### src/rtl/store_buffer_if.sv
`default_nettype none
// ---------------------------------------------------------------------------
// store_buffer_if : MEM allocate, ROB commit, memory write and load-check bus
// Revision 1.0
// ---------------------------------------------------------------------------
interface store_buffer_if #(
  parameter int SB_SIZE = 4,
  parameter int IDX_W   = $clog2(SB_SIZE)
);
  logic             alloc_valid_i;
  logic [31:0]      alloc_addr_i;
  logic [31:0]      alloc_data_i;
  logic [3:0]       alloc_be_i;
  logic             alloc_ready_o;
  logic [IDX_W-1:0] alloc_idx_o;
  logic             commit_valid_i;
  logic [IDX_W-1:0] commit_idx_i;
  logic             flush_i;
  logic             mem_req_o;
  logic [31:0]      mem_addr_o;
  logic [31:0]      mem_data_o;
  logic [3:0]       mem_be_o;
  logic             mem_gnt_i;
  logic [31:0]      ld_addr_i;
  logic [3:0]       ld_be_i;
  logic             ld_hazard_o;
  logic [IDX_W:0]   count_o;
  logic             empty_o;
  logic             full_o;

  modport master (
    output alloc_valid_i, alloc_addr_i, alloc_data_i, alloc_be_i,
    input  alloc_ready_o, alloc_idx_o,
    output commit_valid_i, commit_idx_i, flush_i,
    input  mem_req_o, mem_addr_o, mem_data_o, mem_be_o,
    output mem_gnt_i, ld_addr_i, ld_be_i,
    input  ld_hazard_o, count_o, empty_o, full_o
  );

  modport slave (
    input  alloc_valid_i, alloc_addr_i, alloc_data_i, alloc_be_i,
    output alloc_ready_o, alloc_idx_o,
    input  commit_valid_i, commit_idx_i, flush_i,
    output mem_req_o, mem_addr_o, mem_data_o, mem_be_o,
    input  mem_gnt_i, ld_addr_i, ld_be_i,
    output ld_hazard_o, count_o, empty_o, full_o
  );
endinterface
`default_nettype wire

### src/rtl/store_buffer_ctrl.sv
`default_nettype none
// ---------------------------------------------------------------------------
// store_buffer_ctrl : in-order store buffer, ROB-committed drain to memory
// Revision 1.0
// ---------------------------------------------------------------------------
module store_buffer_ctrl #(
  parameter int SB_SIZE = 4,
  parameter int IDX_W   = $clog2(SB_SIZE)
) (
  input  logic          clk,
  input  logic          rst_n,
  store_buffer_if.slave sb
);
  localparam logic [0:0]       S_IDLE     = 1'b0;
  localparam logic [0:0]       S_REQ      = 1'b1;
  localparam logic [IDX_W:0]   C_FULL_CNT = (IDX_W+1)'(SB_SIZE);
  localparam logic [IDX_W:0]   C_CNT_ONE  = (IDX_W+1)'(1);
  localparam logic [IDX_W-1:0] C_IDX_ONE  = IDX_W'(1);

  logic [SB_SIZE-1:0][29:0] addr_q;
  logic [SB_SIZE-1:0][31:0] data_q;
  logic [SB_SIZE-1:0][3:0]  be_q;
  logic [SB_SIZE-1:0]       valid_q, valid_d;
  logic [SB_SIZE-1:0]       cmtd_q, cmtd_d;
  logic [IDX_W-1:0]         head_q, head_d;
  logic [IDX_W-1:0]         cmt_q, cmt_d;
  logic [IDX_W-1:0]         tail_q, tail_d;
  logic [IDX_W:0]           count_q, count_d;
  logic [0:0]               state_q, state_d;

  logic                     w_alloc_ready;
  logic                     w_alloc_fire;
  logic                     w_commit_ok;
  logic                     w_commit_fire;
  logic                     w_gnt_fire;
  logic                     w_req;
  logic [IDX_W-1:0]         w_head_nxt;
  logic [SB_SIZE-1:0]       w_cmtd_after;
  logic [SB_SIZE-1:0]       w_discard;
  logic [SB_SIZE-1:0]       w_ld_hit;
  logic [IDX_W:0]           w_discard_cnt;
  logic                     w_unused;

  // The slot at cmt is uncommitted only if occupied and not yet committed;
  // this also covers the full-buffer case where cmt==tail.
  assign w_commit_ok   = (sb.commit_idx_i == cmt_q) && valid_q[cmt_q] && !cmtd_q[cmt_q];
  assign w_commit_fire = sb.commit_valid_i && w_commit_ok;
  assign w_alloc_ready = (count_q != C_FULL_CNT) && !sb.flush_i;
  assign w_alloc_fire  = sb.alloc_valid_i && w_alloc_ready;
  assign w_req         = (state_q == S_REQ);
  assign w_gnt_fire    = w_req && sb.mem_gnt_i;
  assign w_head_nxt    = head_q + C_IDX_ONE;
  assign w_unused      = ^{sb.alloc_addr_i[1:0], sb.ld_addr_i[1:0]};

  always_comb begin
    w_cmtd_after = cmtd_q;
    if (w_commit_fire) w_cmtd_after[cmt_q] = 1'b1;
    w_discard     = sb.flush_i ? (valid_q & ~w_cmtd_after) : '0;
    w_discard_cnt = '0;
    for (int i = 0; i < SB_SIZE; i++) begin
      w_discard_cnt = w_discard_cnt + {{IDX_W{1'b0}}, w_discard[i]};
    end

    valid_d = valid_q & ~w_discard;
    cmtd_d  = w_cmtd_after;
    if (w_gnt_fire) begin
      valid_d[head_q] = 1'b0;
      cmtd_d[head_q]  = 1'b0;
    end
    if (w_alloc_fire) begin
      valid_d[tail_q] = 1'b1;
      cmtd_d[tail_q]  = 1'b0;
    end

    head_d = w_gnt_fire ? w_head_nxt : head_q;
    cmt_d  = w_commit_fire ? (cmt_q + C_IDX_ONE) : cmt_q;
    tail_d = sb.flush_i ? cmt_d : (w_alloc_fire ? (tail_q + C_IDX_ONE) : tail_q);

    count_d = count_q - w_discard_cnt;
    if (w_alloc_fire) count_d = count_d + C_CNT_ONE;
    if (w_gnt_fire)   count_d = count_d - C_CNT_ONE;

    // Same-cycle commits are seen, giving one-cycle commit-to-request latency.
    state_d = state_q;
    case (state_q)
      S_IDLE:  if (w_cmtd_after[head_q]) state_d = S_REQ;
      S_REQ:   if (sb.mem_gnt_i) state_d = w_cmtd_after[w_head_nxt] ? S_REQ : S_IDLE;
      default: state_d = S_IDLE;
    endcase
  end

  always_ff @(posedge clk or negedge rst_n) begin
    if (!rst_n) begin
      valid_q <= '0;
      cmtd_q  <= '0;
      head_q  <= '0;
      cmt_q   <= '0;
      tail_q  <= '0;
      count_q <= '0;
      state_q <= S_IDLE;
    end else begin
      valid_q <= valid_d;
      cmtd_q  <= cmtd_d;
      head_q  <= head_d;
      cmt_q   <= cmt_d;
      tail_q  <= tail_d;
      count_q <= count_d;
      state_q <= state_d;
    end
  end

  // Payload is qualified by valid_q and the REQ state, so it needs no reset.
  always_ff @(posedge clk) begin
    if (w_alloc_fire) begin
      addr_q[tail_q] <= sb.alloc_addr_i[31:2];
      data_q[tail_q] <= sb.alloc_data_i;
      be_q[tail_q]   <= sb.alloc_be_i;
    end
  end

  for (genvar gi = 0; gi < SB_SIZE; gi++) begin : g_ld_hit
    assign w_ld_hit[gi] = valid_q[gi]
                        && (addr_q[gi] == sb.ld_addr_i[31:2])
                        && ((be_q[gi] & sb.ld_be_i) != 4'b0000);
  end

  assign sb.alloc_ready_o = w_alloc_ready;
  assign sb.alloc_idx_o   = tail_q;
  assign sb.mem_req_o     = w_req;
  assign sb.mem_addr_o    = w_req ? {addr_q[head_q], 2'b00} : 32'h0;
  assign sb.mem_data_o    = w_req ? data_q[head_q] : 32'h0;
  assign sb.mem_be_o      = w_req ? be_q[head_q] : 4'h0;
  assign sb.ld_hazard_o   = |w_ld_hit;
  assign sb.count_o       = count_q;
  assign sb.empty_o       = (count_q == '0);
  assign sb.full_o        = (count_q == C_FULL_CNT);

  always @(posedge clk) begin
    if (rst_n && sb.commit_valid_i) begin
      assert (w_commit_ok)
        else $warning("store_buffer_ctrl: out-of-order commit idx %0d ignored (expected %0d)",
                      sb.commit_idx_i, cmt_q);
    end
  end
endmodule
`default_nettype wire

### src/flat_wrapper.sv
// flat-port wrapper written by rule: the top's interface ports become plain ports
module store_buffer_ctrl_flat 
#(
  parameter int SB_SIZE = 4,
  parameter int IDX_W   = $clog2(SB_SIZE)
)
  (clk, rst_n, sb_alloc_valid_i, sb_alloc_addr_i, sb_alloc_data_i, sb_alloc_be_i, sb_alloc_ready_o, sb_alloc_idx_o, sb_commit_valid_i, sb_commit_idx_i, sb_flush_i, sb_mem_req_o, sb_mem_addr_o, sb_mem_data_o, sb_mem_be_o, sb_mem_gnt_i, sb_ld_addr_i, sb_ld_be_i, sb_ld_hazard_o, sb_count_o, sb_empty_o, sb_full_o);
  store_buffer_if #(.SB_SIZE(SB_SIZE), .IDX_W(IDX_W)) sb_i ();
  input  logic clk;
  input  logic rst_n;
  input wire logic [$bits(sb_i.alloc_valid_i)-1:0] sb_alloc_valid_i;
  input wire logic [$bits(sb_i.alloc_addr_i)-1:0] sb_alloc_addr_i;
  input wire logic [$bits(sb_i.alloc_data_i)-1:0] sb_alloc_data_i;
  input wire logic [$bits(sb_i.alloc_be_i)-1:0] sb_alloc_be_i;
  output wire logic [$bits(sb_i.alloc_ready_o)-1:0] sb_alloc_ready_o;
  output wire logic [$bits(sb_i.alloc_idx_o)-1:0] sb_alloc_idx_o;
  input wire logic [$bits(sb_i.commit_valid_i)-1:0] sb_commit_valid_i;
  input wire logic [$bits(sb_i.commit_idx_i)-1:0] sb_commit_idx_i;
  input wire logic [$bits(sb_i.flush_i)-1:0] sb_flush_i;
  output wire logic [$bits(sb_i.mem_req_o)-1:0] sb_mem_req_o;
  output wire logic [$bits(sb_i.mem_addr_o)-1:0] sb_mem_addr_o;
  output wire logic [$bits(sb_i.mem_data_o)-1:0] sb_mem_data_o;
  output wire logic [$bits(sb_i.mem_be_o)-1:0] sb_mem_be_o;
  input wire logic [$bits(sb_i.mem_gnt_i)-1:0] sb_mem_gnt_i;
  input wire logic [$bits(sb_i.ld_addr_i)-1:0] sb_ld_addr_i;
  input wire logic [$bits(sb_i.ld_be_i)-1:0] sb_ld_be_i;
  output wire logic [$bits(sb_i.ld_hazard_o)-1:0] sb_ld_hazard_o;
  output wire logic [$bits(sb_i.count_o)-1:0] sb_count_o;
  output wire logic [$bits(sb_i.empty_o)-1:0] sb_empty_o;
  output wire logic [$bits(sb_i.full_o)-1:0] sb_full_o;
  assign sb_i.alloc_valid_i = sb_alloc_valid_i;
  assign sb_i.alloc_addr_i = sb_alloc_addr_i;
  assign sb_i.alloc_data_i = sb_alloc_data_i;
  assign sb_i.alloc_be_i = sb_alloc_be_i;
  assign sb_alloc_ready_o = sb_i.alloc_ready_o;
  assign sb_alloc_idx_o = sb_i.alloc_idx_o;
  assign sb_i.commit_valid_i = sb_commit_valid_i;
  assign sb_i.commit_idx_i = sb_commit_idx_i;
  assign sb_i.flush_i = sb_flush_i;
  assign sb_mem_req_o = sb_i.mem_req_o;
  assign sb_mem_addr_o = sb_i.mem_addr_o;
  assign sb_mem_data_o = sb_i.mem_data_o;
  assign sb_mem_be_o = sb_i.mem_be_o;
  assign sb_i.mem_gnt_i = sb_mem_gnt_i;
  assign sb_i.ld_addr_i = sb_ld_addr_i;
  assign sb_i.ld_be_i = sb_ld_be_i;
  assign sb_ld_hazard_o = sb_i.ld_hazard_o;
  assign sb_count_o = sb_i.count_o;
  assign sb_empty_o = sb_i.empty_o;
  assign sb_full_o = sb_i.full_o;
  store_buffer_ctrl #(.SB_SIZE(SB_SIZE), .IDX_W(IDX_W)) u_core (.clk(clk), .rst_n(rst_n), .sb(sb_i));
endmodule
### config.mk
export PLATFORM = sky130hd
export DESIGN_NAME = store_buffer_ctrl_flat
export DESIGN_NICKNAME = d
export VERILOG_FILES = /design/src/rtl/store_buffer_if.sv /design/src/rtl/store_buffer_ctrl.sv /design/src/flat_wrapper.sv
export SDC_FILE = /design/constraint.sdc
export NUM_CORES = 1
export LEC_CHECK = 0
export CAP_MARGIN = 20
export CORE_UTILIZATION = 45
export CTS_CLUSTER_DIAMETER = 50
export DETAILED_ROUTE_END_ITERATION = 10
export GPL_TIMING_DRIVEN = 0
export PLACE_DENSITY = 0.75
export SLEW_MARGIN = 10
export SYNTH_ARGS = -nofsm -noshare
export SYNTH_HDL_FRONTEND = slang
export SYNTH_SLANG_ARGS = --single-unit
### constraint.sdc
create_clock -name clk -period 5.63 [get_ports clk]
set_input_delay 0.563 -clock clk [delete_from_list [all_inputs] [get_ports clk]]
set_output_delay 0.563 -clock clk [all_outputs]
set_load 0.05 [all_outputs]
Word level (Yosys, flattened, before mapping)
Index checks and enable logic that the tools add are counted.
- input bits: 112
- bits in registers: 282
- logic and storage cells: 131
- $add $sub $neg: 9
- reduce and logical (&&, ||, !) cells: 26
- equal/unequal tests: 7
- magnitude comparators: 7
- bitwise operators: 16
- multiplexer cells: 47
- operator list (kind ; count):
    128-bit bitwise mux ; 1
    32-bit 2-to-1 mux ; 4
    120-bit bitwise mux ; 1
    30-bit equality test ; 4
    32-bit binary-select mux with 2-bit select ; 1
    32-bit demux with 2-bit select ; 1
    30-bit binary-select mux with 2-bit select ; 1
    30-bit demux with 2-bit select ; 1
    30-bit 2-to-1 mux ; 2
    4-bit bitwise AND ; 9
    4-bit 2-to-1 mux ; 9
    1-bit logical AND ; 17
    16-bit bitwise mux ; 1
    4-bit inverter ; 4
    4-bit nonzero test ; 4
    2-bit by 3-bit less-than comparator with 1-bit output, second input constant ; 4
    1-bit 2-to-1 mux ; 10
    1-bit binary-select mux with 2-bit select ; 4
    4-bit binary-select mux with 2-bit select ; 1
    4-bit demux with 2-bit select ; 1
    4-bit OR ; 2
    2-bit by 1-bit adder with 2-bit output, second input constant ; 3
    3-bit by 1-bit adder with 3-bit output ; 2
    1-bit demux with 2-bit select ; 3
    other kinds (16) ; 22

Depth between registers and ports, before layout
- depth after elaboration: 17
- depth in mapped cells: 18

Least setup slack after synthesis
OpenSTA, ideal clock, no wires.
- kind: input port to flip-flop
- start: input port sb_commit_idx_i[0]
- end: register u_core.count_q[2] (netlist: u_core.sb.count_o[2])
- buffers on the path: 0
- setup time: 125 ps
- slack: 1161 ps
- cell stages on the path: 15
- data required time: 5505 ps
- arrival time: 4344 ps
- cell sequence: or4b_4 -> a2111oi_2 -> nor3_1 -> and3_1 -> ha_1 -> fa_1 -> fa_1 -> inv_1 -> fa_1 -> ha_1 -> mux2i_1 -> ha_1 -> nand2_1 -> xnor2_1 -> xnor2_1
- longest elaborated chain between the ends: 16
- ends and longest elaborated chain (what ; RTL line ; RTL):
    from (decl) ; flat_wrapper.sv:18 ; input wire logic [$bits(sb_i.commit_idx_i)-1:0] sb_commit_idx_i;
    2-bit equality test (*) ; store_buffer_ctrl.sv:46 ; assign w_commit_ok = (sb.commit_idx_i == cmt_q) && valid_q[cmt_q] && !cmtd_q[cmt_q];
    1-bit logical AND (*) (2 in series) ; store_buffer_ctrl.sv:46 ;
    1-bit logical AND (*) ; store_buffer_ctrl.sv:47 ; assign w_commit_fire = sb.commit_valid_i && w_commit_ok;
    4-bit 2-to-1 mux (*) ; store_buffer_ctrl.sv:57 ; if (w_commit_fire) w_cmtd_after[cmt_q] = 1'b1;
    4-bit inverter (*) ; store_buffer_ctrl.sv:58 ; w_discard = sb.flush_i ? (valid_q & ~w_cmtd_after) : '0;
    4-bit bitwise AND (*) ; store_buffer_ctrl.sv:58 ;
    4-bit 2-to-1 mux (*) ; store_buffer_ctrl.sv:58 ;
    1-bit by 1-bit adder with 2-bit output ; store_buffer_ctrl.sv:61 ; w_discard_cnt = w_discard_cnt + {{IDX_W{1'b0}}, w_discard[i]};
    3-bit by 1-bit adder with 3-bit output ; store_buffer_ctrl.sv:61 ;
    3-bit by 1-bit adder with 3-bit output (*) ; store_buffer_ctrl.sv:61 ;
    3-bit subtractor (*) ; store_buffer_ctrl.sv:79 ; count_d = count_q - w_discard_cnt;
    3-bit by 1-bit adder with 3-bit output ; store_buffer_ctrl.sv:80 ; if (w_alloc_fire) count_d = count_d + C_CNT_ONE;
    3-bit 2-to-1 mux (*) ; store_buffer_ctrl.sv:80 ;
    3-bit by 1-bit subtractor with 3-bit output ; store_buffer_ctrl.sv:81 ; if (w_gnt_fire) count_d = count_d - C_CNT_ONE;
    3-bit 2-to-1 mux (*) ; store_buffer_ctrl.sv:81 ;
    named net u_core.count_d[2] ; store_buffer_ctrl.sv:28 ; logic [IDX_W:0] count_q, count_d;
    to (signal assigned) ; store_buffer_ctrl.sv:107 ; count_q <= count_d;
    to (decl) ; store_buffer_ctrl.sv:28 ;
Mark *: on every way through the listed nets, which the timed path passes. The rest lies on a longest branch.
A chain may end at the register's enable or synchronous reset.

Final worst setup path
- start: register u_core.cmt_q[0]
- end: register u_core.count_q[2] (netlist: u_core.sb.count_o[2])
- longest elaborated chain between the ends: 17
- elaborated cells between the ends (all ways): 27
- those cells by class: add/sub (6); order compare (2); eq/ne (1); mux (10); bitwise (3); reduce/logical (5)
- ends and longest elaborated chain (what ; RTL line ; RTL):
    from (decl) ; store_buffer_ctrl.sv:26 ; logic [IDX_W-1:0] cmt_q, cmt_d;
    from (signal assigned) ; store_buffer_ctrl.sv:105 ; cmt_q <= cmt_d;
    2-bit by 3-bit less-than comparator with 1-bit output (not written as such), or another cell as far along ; store_buffer_ctrl.sv:57 ;
    1-bit logical AND (not written as such) / 1-bit 2-to-1 mux (equally long branches) ; store_buffer_ctrl.sv:57, store_buffer_ctrl.sv:46 ;
    1-bit 2-to-1 mux (not written as such), or another cell as far along ; store_buffer_ctrl.sv:57 ;
    1-bit demux with 2-bit select / 1-bit logical AND (equally long branches) ; -- ;
    4-bit OR (no source line) / 1-bit logical AND (equally long branches) ; -- ;
    4-bit 2-to-1 mux (*) ; store_buffer_ctrl.sv:57 ;
    4-bit inverter (*) ; store_buffer_ctrl.sv:58 ;
    4-bit bitwise AND (*) ; store_buffer_ctrl.sv:58 ;
    [2 not listed] ; -- ;
    3-bit by 1-bit adder with 3-bit output ; store_buffer_ctrl.sv:61 ;
    3-bit by 1-bit adder with 3-bit output (*) ; store_buffer_ctrl.sv:61 ;
    3-bit subtractor (*) ; store_buffer_ctrl.sv:79 ;
    3-bit by 1-bit adder with 3-bit output ; store_buffer_ctrl.sv:80 ;
    3-bit 2-to-1 mux (*) ; store_buffer_ctrl.sv:80 ;
    3-bit by 1-bit subtractor with 3-bit output ; store_buffer_ctrl.sv:81 ;
    3-bit 2-to-1 mux (*) ; store_buffer_ctrl.sv:81 ;
    named net u_core.count_d[2] ; store_buffer_ctrl.sv:28 ;
Mark *: on every way through the listed nets, which the timed path passes. The rest lies on a longest branch. The select of a mux whose other input is x is not followed.

==> results.cfg <==
[routing]
drt-initial-drc-count = 578
wl_um = 31230
wl_per_cell_um = 22.78
final_antenna_net_count = 0
viasPerCell = 5.447
route.detailed.drc = 0
first_pass_iters = 4
vias = 7468

[timing]
slew-limit-headroom_pct = 42.03
hold_violations = 0
finalClockSkew_ns = 0.008422
finalSetupViolations = 0
fin_hold_ws_ns = 0.4956
timing.fmax_mhz = 209.7
worstMarginPinSlew_ns = 0.8669
rsz0062_at_grt = false
finalCritPeriodShare_pct = 84.70
report.final.slew_viol_count = 0
final.min_clock_period_ns = 4.769
fin_tns_setup_ns = 0

[power_and_ir_drop]
p_seq_share_pct = 33.0
power.density_nw_per_um2 = 492.8
pwr-share-comb_pct = 43.2
p_int_mw = 4.889
switching_share_pct = 38.01
clockPowerShare_pct = 23.8
p_leak_nw = 5.173
p_sw_mw = 2.998
peakVddDrop_uv = 352.6

[clocking]
insertion_delay_ns = 0.57
clk_pin_slew_ns = 0.06
post-cts-setup-buffers = 0
clock_path_buffers = 3
cts_tree = built
cts_resized = 0
cts_buffers = 31
hold_buffers = 0
cts_sinks = 282
h-tree-depth = 1
cts_root_buffer = clkbuf_16

[floorplanning]
die_x_um = 171.4
core_um2 = 28010
io_pins = 190
start_util_pct = 46.08
dieArea_um2 = 29360
std_cell_rows = 61
die_y_um = 171.4

[placed_design]
place_inst = 1314
port_buffers = 156
gp_congestion = 0.8638
dpl_cell_area_um2 = 15060
place.detailed.hpwl_um = 22070

[cells_and_area]
fill_cells = 2189
instances_no_fill = 1371
multi_input_area_um2 = 4259
final_util_pct = 57.14
fin_nets = 1101
seq_area_um2 = 8378
syn_to_final_growth_pct = 24.02
layout-drive-gt1-share_pct = 13.54
post-route-cell-area_um2 = 16010

[global_route]
grt_pass1_vias = 7853
antenna_found_initial = 6
grt_max_degree = 51
grt_pass1_wl_um = 46360
grt_use_total_pct = 21.68
gr-total-overflow = 0

[logic_synthesis]
syn_inst = 775
synth_cell_types = 44
synth_top_cell_by_area = edfxtp_1
syn-mean-instance-area_um2 = 16.65
synth_top_area_share_pct = 61.43
ys_warn_count = 0
synth_area_leaders = edfxtp_1, mux4_2, xnor2_1
ys_ff_latch = 282
synth_area_um2 = 12910
seq_area_frac_synth_pct = 64.92

[worst_setup_path]
startpoint_type = register
crit_path_end = u_core.sb.count_o[2]
arrival_ns = 5.26
worstSetupPathType = register to register
endpoint_kind = register
r2r-end = u_core.sb.count_o[2]
critPathRequiredTime_ns = 6.12
crit_path_max_fanout = 8
ff2ff_setup_slack_ns = 0.86
reg2regPathDepth = 15
critical_path.startpoint = u_core.cmt_q[0]
reg2reg_from = u_core.cmt_q[0]

[flow_run]
max-cap-violations = 0

[status]
status = finished, final reports clean

[min_path]
hold_path.class = primary input to asynchronous set/reset pin
cells by family (layout without fill, tap and decap cells):
logic type	Yosys count	count (layout)	share of synthesized area [%]
simple gates	171	171	7.998
xor+xnor	129	129	8.754
fa+ha+maj	20	20	2.113
buf+inv	70	284	2.191
other cells	1	5	0.02906
mux	70	70	11.84
compound gates	32	32	2.162
flops	282	282	64.92
worst max-delay path, stage by stage, from the launching register on:
cell and delay, ns:
dfrtp_1 0.48, or4b_4 0.65, a2111oi_2 0.51, nor3_1 0.16
and3_1 0.22, ha_1 0.30, fa_1 0.46, fa_1 0.38
inv_1 0.09, fa_1 0.42, ha_1 0.28, mux2i_1 0.19
ha_1 0.18, nand2_1 0.06, xnor2_1 0.19, xnor2_1 0.13
final cells by class:
type / count / area share [%]
repair buffers: 160 / 10.40
flip-flops and latches: 282 / 52.34
clock buffers: 38 / 5.011
inverters: 14 / 0.3283
multi-input cells: 424 / 26.61
well taps: 378 / 2.955
plain buffers: 56 / 1.438
clock inverters: 16 / 0.8755
diodes: 3 / 0.04690
worst min path at each step:
stage	start	end	slack [ns]	cells past startpoint
6_report	rst_n	u_core.cmtd_q[0]	0.50	1
2_1_floorplan	rst_n	u_core.cmt_q[0]	0.27	0
5_1_grt	rst_n	u_core.cmtd_q[0]	0.57	1
4_1_cts	rst_n	u_core.head_q[0]	0.53	1
3_3_place_gp	u_core.valid_q[2]	u_core.valid_q[2]	0.55	1
3_5_place_dp	u_core.valid_q[0]	u_core.valid_q[0]	0.56	1
metal layers:
layer / routed length (µm) / track usage, %
met1: 12390 / 27.83
met2: 15360 / 36.46
met3: 2616 / 5.361
met4: 813 / 6.366
met5: 45 / 0
registers in the layout, indices dropped and copies added (netlist names):
name / flops
u_core.valid_q: 4
u_core.addr_q: 120
u_core.data_q: 128
u_core.be_q: 16
u_core.head_q: 2
u_core.sb.alloc_idx_o: 2
u_core.sb.mem_req_o: 1
u_core.sb.count_o: 3
u_core.cmt_q: 2
u_core.cmtd_q: 4
through the flow:
step / total power [mW] / setup slack [ns]
2_1_floorplan: 4.972 / 1.161
3_3_place_gp: 6.054 / 0.3847
3_5_place_dp: 6.082 / 0.3685
4_1_cts: 7.957 / 0.8525
5_1_grt: 8.233 / 0.5114
6_report: 7.887 / 0.8613
Yosys cell counts (all sizes together):
cell type and n:
nand4b 2, a21o 1, fa 3, and3 5, nand2b 2, mux2i 3, a221oi 4, nor3 10
nand2 18, a31o 4, mux4 66, nor4b 1, mux2 1, or4b 2, nand4 31, or3 1
nor2 3, nor3b 6, a22o 4, a211oi 4, xnor2 116, buf 12, ha 17, clkbuf 44
a2111oi 4, inv 14, and2 71, conb 1, nor4 13, nand3 5, dfrtp 18, o21ai 6
and4 1, a21oi 3, o211ai 1, edfxtp 264, xor2 13, a31oi 1
cells in the final DEF (no fill, tap or decap), drive strengths merged, types with 2 or more instances in the layout:
cell type	Yosys	layout
and3	5	5
fa	3	3
nor4	13	13
clkinv	0	12
a22o	4	4
a21oi	3	3
and2	71	71
a31o	4	4
xor2	13	13
diode	0	3
nand2	18	18
o21ai	6	6
ha	17	17
nor2	3	3
or4b	2	2
nor3b	6	6
a221oi	4	4
a2111oi	4	4
clkbuf	44	82
nand4	31	31
mux2i	3	3
dfrtp	18	18
nand4b	2	2
nor3	10	10
xnor2	116	116
buf	12	16
a211oi	4	4
nand2b	2	2
nand3	5	5
edfxtp	264	264
mux4	66	66
inv	14	17
conb	1	2
clkdlybuf4s50	0	156
power groups by stage:
| stage | clock network [mW] | logic [mW] | registers, mW |
|---|---|---|---|
| after detailed placement | 0 | 3.43 | 2.65 |
| after global routing | 1.98 | 3.63 | 2.62 |
| after global placement | 0 | 3.39 | 2.66 |
| after CTS | 1.90 | 3.45 | 2.61 |
| final | 1.87 | 3.41 | 2.60 |
| after floorplan | 0 | 2.28 | 2.69 |
Power figures use the tool's default switching activity.
